**src/rtl/sound_scheduler.sv**
```systemverilog
`default_nettype none
// ============================================================================
// Module      : sound_scheduler
// Description : Shares one square-wave tone generator between background
//               music and NUM_REQ prioritised sound-effect requesters.
//               Effects preempt music, play for a programmed number of
//               duration ticks and are followed by a silent gap.
// Ports       :
//    clk             system clock
//    rst_n           asynchronous active-low reset
//    i_music_enable  background music allowed
//    i_music_note    current background music note code
//    i_req           level request per effect, held until acked
//    i_req_note      note code per requester, slice i = [8i+7:8i]
//    i_req_dur       duration in ticks per requester
//    o_ack           one-cycle one-hot grant pulse
//    o_busy          effect or gap in progress
//    o_active_id     index of the granted/playing requester
//    o_note_out      note code to tone generator (0 = rest)
//    o_tone_enable   tone generator enable
// Revision    : 1.0 - initial release
// ============================================================================
module sound_scheduler #(
   parameter  int NUM_REQ   = 4,
   parameter  int TICK_DIV  = 1000000,
   parameter  int DUR_W     = 8,
   parameter  int GAP_TICKS = 1,
   localparam int ID_W      = (NUM_REQ > 1) ? $clog2(NUM_REQ) : 1
) (
   input  logic                     clk,
   input  logic                     rst_n,
   input  logic                     i_music_enable,
   input  logic [7:0]               i_music_note,
   input  logic [NUM_REQ-1:0]       i_req,
   input  logic [8*NUM_REQ-1:0]     i_req_note,
   input  logic [DUR_W*NUM_REQ-1:0] i_req_dur,
   output logic [NUM_REQ-1:0]       o_ack,
   output logic                     o_busy,
   output logic [ID_W-1:0]          o_active_id,
   output logic [7:0]               o_note_out,
   output logic                     o_tone_enable
);

   localparam int TW = $clog2(TICK_DIV);
   localparam int GW = $clog2(GAP_TICKS + 1);
   localparam logic [TW-1:0] C_TICK_MAX = TW'(TICK_DIV - 1);

   typedef enum logic [1:0] {
      ST_IDLE = 2'd0,
      ST_PLAY = 2'd1,
      ST_GAP  = 2'd2
   } state_t;

   state_t              r_state, w_state_n;
   logic [TW-1:0]       r_tick_cnt, w_tick_cnt_n;
   logic [DUR_W-1:0]    r_dur_cnt, w_dur_cnt_n;
   logic [GW-1:0]       r_gap_cnt, w_gap_cnt_n;
   logic [NUM_REQ-1:0]  r_ack, w_ack_n;
   logic                r_busy, w_busy_n;
   logic [ID_W-1:0]     r_active_id, w_active_id_n;
   logic [7:0]          r_note, w_note_n;
   logic                r_tone_en, w_tone_en_n;

   logic                w_tick;
   logic                w_any_req;
   logic [ID_W-1:0]     w_win;
   logic [NUM_REQ-1:0]  w_win_oh;
   logic [7:0]          w_win_note;
   logic [DUR_W-1:0]    w_win_dur;
   logic                w_grant;
   logic                w_music;

   assign w_tick    = (r_tick_cnt == C_TICK_MAX);
   assign w_any_req = |i_req;

   // Lowest index wins: scan from the top so lower indices overwrite.
   always_comb begin
      w_win      = '0;
      w_win_oh   = '0;
      w_win_note = '0;
      w_win_dur  = '0;
      for (int i = NUM_REQ - 1; i >= 0; i--) begin
         if (i_req[i]) begin
            w_win      = ID_W'(i);
            w_win_oh   = '0;
            w_win_oh[i] = 1'b1;
            w_win_note = i_req_note[i*8 +: 8];
            w_win_dur  = i_req_dur[i*DUR_W +: DUR_W];
         end
      end
   end

   always_comb begin
      w_state_n     = r_state;
      w_tick_cnt_n  = w_tick ? '0 : r_tick_cnt + TW'(1);
      w_dur_cnt_n   = r_dur_cnt;
      w_gap_cnt_n   = r_gap_cnt;
      w_ack_n       = '0;
      w_busy_n      = r_busy;
      w_active_id_n = r_active_id;
      w_note_n      = r_note;
      w_tone_en_n   = r_tone_en;
      w_grant       = 1'b0;
      w_music       = 1'b0;

      case (r_state)
         ST_IDLE: begin
            if (w_any_req) w_grant = 1'b1;
            else           w_music = 1'b1;
         end
         ST_PLAY: begin
            // Preemption takes precedence over a coincident final tick.
            if (w_any_req && (w_win < r_active_id)) begin
               w_grant = 1'b1;
            end else if (w_tick) begin
               w_dur_cnt_n = r_dur_cnt - DUR_W'(1);
               if (r_dur_cnt == DUR_W'(1)) begin
                  w_state_n    = ST_GAP;
                  w_tick_cnt_n = '0;
                  w_gap_cnt_n  = GW'(GAP_TICKS);
                  w_note_n     = 8'h00;
                  w_tone_en_n  = 1'b0;
               end
            end
         end
         ST_GAP: begin
            // The last gap tick edge behaves like IDLE, so the gap lasts
            // exactly GAP_TICKS*TICK_DIV cycles.
            if (w_tick) begin
               if (r_gap_cnt == GW'(1)) begin
                  if (w_any_req) w_grant = 1'b1;
                  else           w_music = 1'b1;
               end else begin
                  w_gap_cnt_n = r_gap_cnt - GW'(1);
               end
            end
         end
         default: begin
            w_state_n = ST_IDLE;
            w_music   = 1'b1;
         end
      endcase

      if (w_grant) begin
         w_state_n     = ST_PLAY;
         w_ack_n       = w_win_oh;
         w_active_id_n = w_win;
         w_note_n      = w_win_note;
         w_tone_en_n   = 1'b1;
         w_busy_n      = 1'b1;
         w_dur_cnt_n   = (w_win_dur == '0) ? DUR_W'(1) : w_win_dur;
         w_tick_cnt_n  = '0;
      end else if (w_music) begin
         w_state_n   = ST_IDLE;
         w_busy_n    = 1'b0;
         w_note_n    = i_music_enable ? i_music_note : 8'h00;
         w_tone_en_n = i_music_enable;
      end
   end

   always_ff @(posedge clk or negedge rst_n) begin
      if (!rst_n) begin
         r_state     <= ST_IDLE;
         r_tick_cnt  <= '0;
         r_dur_cnt   <= '0;
         r_gap_cnt   <= '0;
         r_ack       <= '0;
         r_busy      <= 1'b0;
         r_active_id <= '0;
         r_note      <= 8'h00;
         r_tone_en   <= 1'b0;
      end else begin
         r_state     <= w_state_n;
         r_tick_cnt  <= w_tick_cnt_n;
         r_dur_cnt   <= w_dur_cnt_n;
         r_gap_cnt   <= w_gap_cnt_n;
         r_ack       <= w_ack_n;
         r_busy      <= w_busy_n;
         r_active_id <= w_active_id_n;
         r_note      <= w_note_n;
         r_tone_en   <= w_tone_en_n;
      end
   end

   assign o_ack         = r_ack;
   assign o_busy        = r_busy;
   assign o_active_id   = r_active_id;
   assign o_note_out    = r_note;
   assign o_tone_enable = r_tone_en;

endmodule
`default_nettype wire

```
**config.mk**
```make
export PLATFORM = sky130hd
export DESIGN_NAME = sound_scheduler
export DESIGN_NICKNAME = d
export VERILOG_FILES = /design/src/rtl/sound_scheduler.sv
export SDC_FILE = /design/constraint.sdc
export NUM_CORES = 1
export LEC_CHECK = 0
export BUFFER_PORTS_ARGS = -buffer_cell sky130_fd_sc_hd__buf_2
export CAP_MARGIN = 20
export CORE_ASPECT_RATIO = 1.25
export CORE_UTILIZATION = 53
export CTS_BUF_LIST = sky130_fd_sc_hd__clkbuf_4
export CTS_CLUSTER_SIZE = 12
export DETAILED_ROUTE_END_ITERATION = 6
export PLACE_DENSITY = 0.82
export SYNTH_ARGS = -nofsm -noshare
export SYNTH_HDL_FRONTEND = slang
export SYNTH_SLANG_ARGS = --single-unit
```
**constraint.sdc**
```tcl
create_clock -name clk -period 2.9 [get_ports clk]
set_clock_uncertainty 0.2 [all_clocks]
set_input_delay 0.29 -clock clk [delete_from_list [all_inputs] [get_ports clk]]
set_output_delay 0.29 -clock clk [all_outputs]
set_load 0.005 [all_outputs]
```
Yosys cells after proc, flatten, opt, wreduce, memory -nomap -nowiden
Index checks and enable logic that the tools add are counted.
- add/sub/neg operators: 3
- order comparisons: 1
- equal/unequal tests: 14
- multiplexer cells: 64
- reductions and logical operators: 16
- operator list (operator ; number):
    $mux 8 ; 20
    $mux 20 ; 6
    $add 20x1->20 const B ; 1
    $eq 20x20->1 const B ; 1
    $mux 1 ; 20
    $mux 4 ; 5
    $mux 2 ; 9
    $ne 4x4->1 const B ; 3
    $ne 2x2->1 const B ; 5
    $reduce_bool 3->1 ; 3
    $eq 8x1->1 const B ; 1
    $logic_not 8->1 ; 1
    $reduce_and 4->1 ; 2
    $reduce_bool 2->1 ; 4
    $sub 8x1->8 const B ; 1
    $pmux 1 s3 ; 2
    $reduce_and 5->1 ; 1
    $pmux 2 s2 ; 1
    $reduce_or 4->1 ; 1
    $ne 3x1->1 const B ; 1
    $ne 3x3->1 const B ; 1
    $reduce_and 3->1 ; 1
    $eq 2x1->1 const B ; 1
    $eq 2x2->1 const B ; 1
    other kinds (6) ; 6
- register bits after elaboration: 47
- bits of input ports: 79
- output and inout bits: 16
- word-level logic and storage cells: 107

Longest topological paths before layout
Gate-level depths: netlist of run 1.
- depth in word-level cells: 10
- mapped depth: 11
- depth with buffers taken out: 8

Least setup slack after synthesis of run 1
Ideal clock, no wire load.
- path kind: input -> register
- start: in i_req[1]
- end: reg r_active_id[1], in the netlist o_active_id[1]
- setup time: 0.125 ns
- arrival: 2.622 ns
- data required time: 2.575 ns
- slack: -0.047 ns
- stages: 10
- path buffers: 2
- cell sequence: clkbuf_1 buf_1 nor2_1 o21a_1 ha_1 nor2b_1 o21ai_0 o311ai_2 a21oi_2 mux2_2
- word-level cells in the longest chain between the ends: 6
- elaborated cells on any way between the ends: 10
- classes of those cells: order compare: 1; mux: 7; reduce/logical: 2
- RTL lines (item ; line ; text):
    from (decl) ; 34 ; input logic [NUM_REQ-1:0] i_req,
    $mux 2 (*) (2 in series) ; 83 ; if (i_req[i]) begin
    via w_win[1] ; 66 ; logic [ID_W-1:0] w_win;
    $lt 2x2->1 ; 113 ; if (w_any_req && (w_win < r_active_id)) begin
    $logic_and 1x1->1 ; 113 ;
    $mux 1 ; 113 ;
    $pmux 1 s3 ; 106 ; case (r_state)
    to (signal assigned) ; 179 ; r_active_id <= w_active_id_n;
    to (decl) ; 60 ; logic [ID_W-1:0] r_active_id, w_active_id_n;
The timed path passes the listed nets; every way through them passes the cells marked *.
A chain may end at the register's enable or synchronous reset.

Final worst setup path of run 1
- start: reg r_tick_cnt[7]
- end: reg r_note[1], in the netlist o_note_out[1]
- word-level cells in the longest chain between the ends: 5
- elaborated cells on any way between the ends: 12
- classes of those cells: eq/ne: 2; mux: 6; reduce/logical: 4
- RTL lines (item ; line ; text):
    from (decl) ; 55 ; logic [TW-1:0] r_tick_cnt, w_tick_cnt_n;
    from (signal assigned) ; 174 ; r_tick_cnt <= w_tick_cnt_n;
    $eq 20x20->1 (*) ; 73 ; assign w_tick = (r_tick_cnt == C_TICK_MAX);
    $mux 1 ; 129 ; if (w_tick) begin
    $pmux 1 s3 ; 106 ;
    $ne 3x3->1 (no source line), or another cell as far along ; -- ;
    $reduce_and 4->1 (no source line) / $mux 8 (equally long branches) ; -- ;
    to (signal assigned) ; 180 ; r_note <= w_note_n;
    to (decl) ; 61 ; logic [7:0] r_note, w_note_n;
Every way passes the cells marked *; elsewhere a longest branch is shown, timed or not.

==> metrics.md, run 1 <==
| Metric | Value |
|---|---|
| Fin crit share | 0.9468 |
| Final wirelength | approximately 7.5 mm |
| Antenna cell count | 0 |
| Maximum number of pins on one net before global-route repair | 48 |
| Port Buffers | between 90 and 100 |
| Area taken by multi-input logic gates | 0.001693 mm² |
| Area of the die | approximately 0.006 mm² |
| Ratio of routed vias to standard cells | around 6 |
| Final slew viol count | 0 |
| Number of enable-type register cells in the synthesized netlist | 0 |
| Final layout net count | roughly 500 |
| Setup repair after global routing missed its margin | no |
| Min setup slack post-route | between 0.15 and 0.2 ns |
| Layout overhead on the synthesized area | 22.76% |
| Total count of hold-check failures in the final report | 0 |
| Area used by sequential logic in the layout | roughly 0.0012 mm² |
| Share of cells above drive strength 1 | 0.3086 |
| Filler Cells Inserted | 432 |
| Cell taking the most area after synthesis | dfrtp_1 |
| Core area | about 0.0055 mm² |
| Synth Area per Inst | 9.207 µm² |
| Maximum buffer depth of the clock tree | 2 |
| Hold Path Class | in -> reg |
| Worst Setup Start Kind | register |
| Number of buffers created by CTS | 5 |
| CP Capture Type | register |
| Number of buffers inserted for hold repair after clock tree synthesis | 9 |
| Net Count, Synth | 412 |
| Effective utilization at floorplan | 0.5527 |
| Cells after synthesis | roughly 330 |
| Placed inst area | 0.003551 mm² |
| Reg2Reg Launch Point | r_tick_cnt[7] |
| Number of endpoints failing setup at the final stage | 0 |
| Power, Total | between 2 and 2.5 mW |
| Total negative slack for setup checks | 0 ns |
| Met3 capacity usage during global routing | 0.04302 |
| Post-detailed-route count of antenna-violating nets | 0 |
| End-of-flow core utilization | 0.6785 |
| Dominant cell by count in the synthesized netlist | dfrtp_1 |
| TritonCTS clock tree | yes |
| Worst hold path stage count | 3 |
| Worst max-slew margin expressed relative to the limit | 0.7051 |
| Met1 routing resource usage after global routing | 0.3130 |
| Number of register bits inferred by synthesis | 47 |
| Via count | around 2900 |
| First-pass GRT wire length | between 10 and 15 mm |
| Ranking of synthesized cells by area | dfrtp_1 39%, a21oi_1 4.8%, xnor2_1 4.0% |
| CP max FO | 9 |
| Placed wire-length estimate after detailed placement | 5.738 mm |
| Later-pin clock latency in the skew report | roughly 0.37 ns |
| Post_cts resized | 0 |
| Worst hold start | i_req_dur[2] |
| Clock edge transition at the registers on the reported setup and hold paths | 0.14 ns |
| Area of the mapped netlist | 0.003029 mm² |
| Worst-Margin Slew | 0.4417 ns |
| Portion of synthesized cell area occupied by the leading cell type | 0.3883 |
| Post-route standard cell area excluding fillers | ~0.0037 mm² |
| Via count of the first global-routing pass | about 2800 |
| Met2 Use GR | 0.4651 |
| DP Worst Slack | around 0.18 ns |
| WP data required | about 3.0 ns |
| Count of TritonRoute iterations in the first routing pass | 4 |
| Synth warnings | 0 |
| WL/cell | 15.13 µm |
| Critical Path Source | r_tick_cnt[7] |
| Overflow left after global routing | 0 |
| Clock period minus worst slack | 2.746 ns |
| IO Pins | 95 |
| Remaining DRCs | 0 |
| Worst reg2reg path depth | 5 |
| Floorplan die height | 86.53 µm |
| Initial antenna violation count | 0 |
| CTS H-tree lvls | 2 |
| P per Cell Area | between 600 and 700 mW/mm² |
| Share of synthesized registers carrying an async set or reset | 1.000 |
| Routing layer with the top usage in global route | met2 |
| Critical setup path kind | reg -> reg |
| Sequential area share after synthesis | 0.3883 |
| Maximum Capacitance Violations | 0 |
| Distinct cell type count after synthesis | 60 |
| Overall fraction of global-route tracks in use | 0.2622 |
| First-iteration detailed-routing DRC count | approximately 130 |
| Arrival time of the worst setup path | around 2.9 ns |
| Number of clock sinks seen by CTS | between 40 and 50 |
| Run status | complete, no violations |
| Most used DFF post-synth | dfrtp_1 |
| Weighted congestion reported at the end of routability-driven placement | 0.8657 |
| Die X | 69.62 µm |
| Root Driver | clkbuf_4 |
| Static leakage | 1.653 nW |
| Num rows | 30 |
| VDD IR-drop max | 279.1 µV |
| Post-CTS setup buffers | 0 |
| Highest attainable clock frequency | 364.2 MHz |
| Top cell types by occurrence after synthesis | 47 x dfrtp_1, 29 x a21oi_1, 29 x nor2_1, 26 x nand2_1 |
[where the power goes]
group          switching (mW)  internal, mW
registers               0.150         0.821
clock network           0.220        0.0929
logic                   0.502         0.470
[cells in the final DEF (no fill, tap or decap), drive strengths merged, types with 2 or more instances in the layout]
cell / instances
a211oi: 3
a21o: 2
a21oi: 30
a221o: 8
a221oi: 11
a31oi: 7
and2: 3
and3: 2
buf: 106
clkbuf: 5
clkinvlp: 2
dfrtp: 47
dlygate4sd3: 9
ha: 4
inv: 13
mux2: 3
mux2i: 7
nand2: 26
nand2b: 4
nand3: 9
nand3b: 14
nand4: 7
nand4b: 2
nor2: 29
nor2b: 7
nor3: 8
nor4: 5
o211ai: 2
o21a: 2
o21ai: 6
o31ai: 6
or4: 4
or4b: 2
xnor2: 14
xor2: 8
[stage by stage]
| stage | hold slack, ns | instances |
|---|---|---|
| floorplan | -0.2056 | 329 |
| global placement | 0.2933 | 477 |
| detailed placement | 0.2918 | 477 |
| CTS | 0.01510 | 494 |
| global route | 0.02700 | 495 |
| finish | 0.02049 | 495 |
[worst max-delay path: stages (launching register included)]
cell and delay [ns]:
dfrtp_1 0.45, or4_4 0.57, or4_4 0.63, o21ai_4 0.22
o2111a_1 0.40, a221o_1 0.21
[flip-flops by register name, indices dropped and copies added, names as in the netlist]
register and count:
r_dur_cnt 8, o_busy 1, r_state 2, o_active_id 2, r_gap_cnt 1, r_tick_cnt 20, o_ack 4, o_tone_enable 1
o_note_out 8
[final timing paths]
path,to,slack [ns]
hold / removal,r_dur_cnt[2],0.02
setup reg to reg,o_note_out[1],0.15
min in group asynchronous,r_tick_cnt[8],0.05
max in group asynchronous,r_tick_cnt[2],2.01
hold reg to reg,o_busy,0.32
setup / recovery,o_note_out[1],0.15
[routing by layer]
layer / share of wire / up-vias
met4: 0.026 / 0
met3: 0.044 / 16
li1: - / 1412
met1: 0.42 / 1355
met5: 0 / -
met2: 0.51 / 114
[area by class of cell]
class                      instances  area share
clock inverter                     3    0.005384
sequential                        47      0.3163
inverter                          13     0.01312
clock buffer                       5     0.01009
timing repair buffer             115      0.1783
tap                               64     0.02153
multi-input combinational        248      0.4552
[kinds of logic after synthesis]
kind of cell / synth area share
XOR/XNOR: 0.06361
flip-flops: 0.3883
adder cells (fa/ha/maj): 0.01652
AO/OA/AOI/OAI: 0.2049
buffers and inverters: 0.05287
AND/OR/NAND/NOR: 0.2396
multiplexers: 0.03428
No activity file was read; power rests on OpenSTA's default activity.
==> run 2: changes to the inputs <==
--- a/config.mk
+++ b/config.mk
@@ -5,14 +5,15 @@
 export SDC_FILE = /design/constraint.sdc
 export NUM_CORES = 1
 export LEC_CHECK = 0
+export ABC_AREA = 1
 export BUFFER_PORTS_ARGS = -buffer_cell sky130_fd_sc_hd__buf_2
 export CAP_MARGIN = 20
 export CORE_ASPECT_RATIO = 1.25
 export CORE_UTILIZATION = 53
-export CTS_BUF_LIST = sky130_fd_sc_hd__clkbuf_4
+export CTS_BUF_LIST = sky130_fd_sc_hd__clkbuf_16
 export CTS_CLUSTER_SIZE = 12
 export DETAILED_ROUTE_END_ITERATION = 6
-export PLACE_DENSITY = 0.82
+export PLACE_DENSITY = 0.81
 export SYNTH_ARGS = -nofsm -noshare
 export SYNTH_HDL_FRONTEND = slang
 export SYNTH_SLANG_ARGS = --single-unit
==> metrics.md, run 2 <==
| Metric | Value |
|---|---|
| Ranking of synthesized cells by area | dfrtp_1 35%, nand2_1 18%, nor2_1 7.4% |
| CTS H-tree lvls | 2 (unchanged) |
| Floorplan die height | 91.08 µm (+5.3%) |
| Maximum number of pins on one net before global-route repair | 31 (-35%) |
| Portion of synthesized cell area occupied by the leading cell type | 0.3496 (-0.03870) |
| Root Driver | clkbuf_16 |
| Biggest register | r_tick_cnt |
| VDD IR-drop max | 386.7 µV (+39%) |
| Highest attainable clock frequency | 447.6 MHz (+23%) |
| Worst-Margin Slew | 0.6661 ns (+0.2244 ns) |
| Later-pin clock latency in the skew report | 0.29 ns (-0.08 ns) |
| Post-detailed-route count of antenna-violating nets | 0 (unchanged) |
| Top cell types by occurrence after synthesis | 165 x nand2_1, 66 x nor2_1, 63 x inv_1, 49 x nand3_1, 47 x dfrtp_1 |
| Total negative slack for setup checks | 0 ns (unchanged) |
| Die X | 73.27 µm (+5.2%) |
| Number of register bits inferred by synthesis | 47 (unchanged) |
| Clock period minus worst slack | 2.234 ns (-0.5118 ns) |
| Via count | 3378 (+17%) |
| Leading cell types in the layout, fill and taps excluded | 165 x nand2_1, 94 x buf_2, 66 x nor2_1 |
| Number of endpoints failing setup at the final stage | 0 (unchanged) |
| Antenna cell count | 0 (unchanged) |
| Clock edge transition at the registers on the reported setup and hold paths | 0.07 ns (-0.07 ns) |
| WP data required | 2.93 ns (-0.09 ns) |
| Total count of hold-check failures in the final report | 0 (unchanged) |
| CP Capture Type | register |
| Post_cts resized | 0 (unchanged) |
| Layout overhead on the synthesized area | 19.11% |
| Filler Cells Inserted | 567 (+31%) |
| Count of TritonRoute iterations in the first routing pass | 4 (unchanged) |
| Worst Setup Start Kind | register |
| Cells after synthesis | 503 (+53%) |
| Via count of the first global-routing pass | 3067 (+8.3%) |
| Remaining DRCs | 0 (unchanged) |
| IO Pins | 95 (unchanged) |
| Run status | complete, no violations |
| End-of-flow core utilization | 0.6500 (-0.02858) |
| Commonest non-fill, non-tap cell in the layout | nand2_1 |
| CP max FO | 17 (+8) |
| Sequential area share after synthesis | 0.3496 (-0.03870) |
| Distinct cell type count after synthesis | 36 (-40%) |
| First-iteration detailed-routing DRC count | 108 (-19%) |
| Maximum Capacitance Violations | 0 (unchanged) |
| Post-route standard cell area excluding fillers | 0.004008 mm² (+7.8%) |
| Placed cells | 668 (+40%) |
| Share of cells above drive strength 1 | 0.2179 (-0.09068) |
| Core area | 0.006166 mm² (+13%) |
| Net Count, Synth | 586 (+42%) |
| Maximum buffer depth of the clock tree | 2 (unchanged) |
| Most used DFF post-synth | dfrtp_1 |
| Power, Total | 2.746 mW (+22%) |
| Share of synthesized registers carrying an async set or reset | 1.000 (unchanged) |
| Initial antenna violation count | 0 (unchanged) |
| Synth Area per Inst | 6.689 µm² (-27%) |
| P per Cell Area | 685.1 mW/mm² (+13%) |
| Weighted congestion reported at the end of routability-driven placement | 0.8934 (+3.2%) |
| Number of flip-flops under the largest register name | 20 (unchanged) |
| Placed inst area | 0.003852 mm² (+8.5%) |
| WL/cell | 11.22 µm (-26%) |
| Number of enable-type register cells in the synthesized netlist | 0 (unchanged) |
| Setup slack on the worst flop-to-flop path | 0.67 ns (+0.51 ns) |
| Number of buffers created by CTS | 5 (unchanged) |
| Num rows | 32 (+6.7%) |
| Effective utilization at floorplan | 0.5457 (-0.007082) |
| Final slew viol count | 0 (unchanged) |
| Static leakage | 2.211 nW (+34%) |
| Overall fraction of global-route tracks in use | 0.2492 (-0.01297) |
| Area of the die | 0.006673 mm² (+11%) |
| Area of the mapped netlist | 0.003364 mm² (+11%) |
| Critical setup path kind | reg -> reg |
| Hold Path Class | in -> reg |
| Placed wire-length estimate after detailed placement | 5.999 mm (+4.5%) |
| Setup repair after global routing missed its margin | no |
| Fin crit share | 0.7703 (-0.1765) |
| Number of clock sinks seen by CTS | 47 (unchanged) |
| Final cell count without fillers | 677 (+37%) |
| Overflow left after global routing | 0 (unchanged) |
| Final wirelength | 7.594 mm (+1.4%) |
| Ratio of routed vias to standard cells | 4.990 (-15%) |
| Post-CTS setup buffers | 0 (unchanged) |
| Dominant cell by count in the synthesized netlist | nand2_1 |
| Cell taking the most area after synthesis | dfrtp_1 |
| First-pass GRT wire length | 13.10 mm (+2.8%) |
| Worst max-slew margin expressed relative to the limit | 0.5543 (-0.1507) |
| Arrival time of the worst setup path | 2.27 ns (-0.59 ns) |
| Final layout net count | 674 (+31%) |
| Port Buffers | 94 (unchanged) |
| Synth warnings | 0 (unchanged) |
| TritonCTS clock tree | yes |
[run 2: cell types whose count changed after synthesis, sizes merged, moves of 10 or more]
cell | previous run | this run
clkbuf | 12 | 2
nand3b | 14 | 3
a21oi | 30 | 5
nor2 | 29 | 73
nand3 | 9 | 52
nand2 | 26 | 169
inv | 13 | 70
a221oi | 11 | 0
nand4 | 7 | 21
[run 2: repair_timing]
| action | CTS | global route |
|---|---|---|
| endpoints found under the setup margin | 0 | 0 |
| hold buffers | 1 | 0 |
| endpoints found under the hold margin | 24 | 0 |
[run 2: per-stage QoR]
stage | hold WS, ns | setup slack (ns)
floorplan | -0.2056 | 0.8950
finish | 0.1493 | 0.6661
CTS | 0.1465 | 0.6278
detailed placement | 0.1215 | 0.4693
global placement | 0.1140 | 0.5198
global route | 0.1676 | 0.4571
[run 2: per-layer routing]
layer	part of all wire	GRT usage	up-vias	wire (µm)
met2	0.52	0.4483	119	3926
met3	0.048	0.03885	17	366
met4	0.022	0.08824	0	164
met1	0.41	0.2914	1499	3137
met5	0	0	-	0
li1	-	-	1743	-
[run 2: power breakdown]
group          switching, mW  leakage [nW]  internal (mW)
registers              0.128         0.610          0.821
logic                  0.774          1.54          0.455
clock network          0.251        0.0658          0.318
total                   1.15          2.21           1.59
[run 2: cell type report]
cell class,instances,area [µm²],area share
timing repair buffer,97,495.5,0.1236
multi-input combinational,370,1819,0.4539
clock inverter,3,20.02,0.004995
inverter,70,265.3,0.06619
clock buffer,5,125.1,0.03122
sequential,47,1176,0.2935
tap,85,106.4,0.02654
[run 2: worst paths after layout]
check | from | to | depth (start not counted)
max reg2reg | r_tick_cnt[0] | r_dur_cnt[0] | 9
min | i_music_note[2] | o_note_out[2] | 5
max in group asynchronous | rst_n | r_tick_cnt[10] | 3
min in group asynchronous | rst_n | r_dur_cnt[2] | 2
max | r_tick_cnt[0] | r_dur_cnt[0] | 9
min reg2reg | o_busy | o_busy | 2
[run 2: critical path, cell delays in order (launching register included)]
cell and delay (ns):
dfrtp_1 0.37, ha_1 0.21, nand3_2 0.14, nor3_4 0.28
nand3b_1 0.25, nand3_4 0.28, nand2_4 0.13, inv_2 0.16
nand3_1 0.10, nand2_1 0.06
[run 2: logic make-up (layout without fill, tap and decap cells)]
family	after synthesis	count (layout)	share of synthesized area
AND/OR/NAND/NOR	332	332	0.4541
adder cells (fa/ha/maj)	4	4	0.01488
flip-flops	47	47	0.3496
AO/OA/AOI/OAI	17	17	0.02752
XOR/XNOR	17	17	0.04425
buffers and inverters	86	175	0.1097
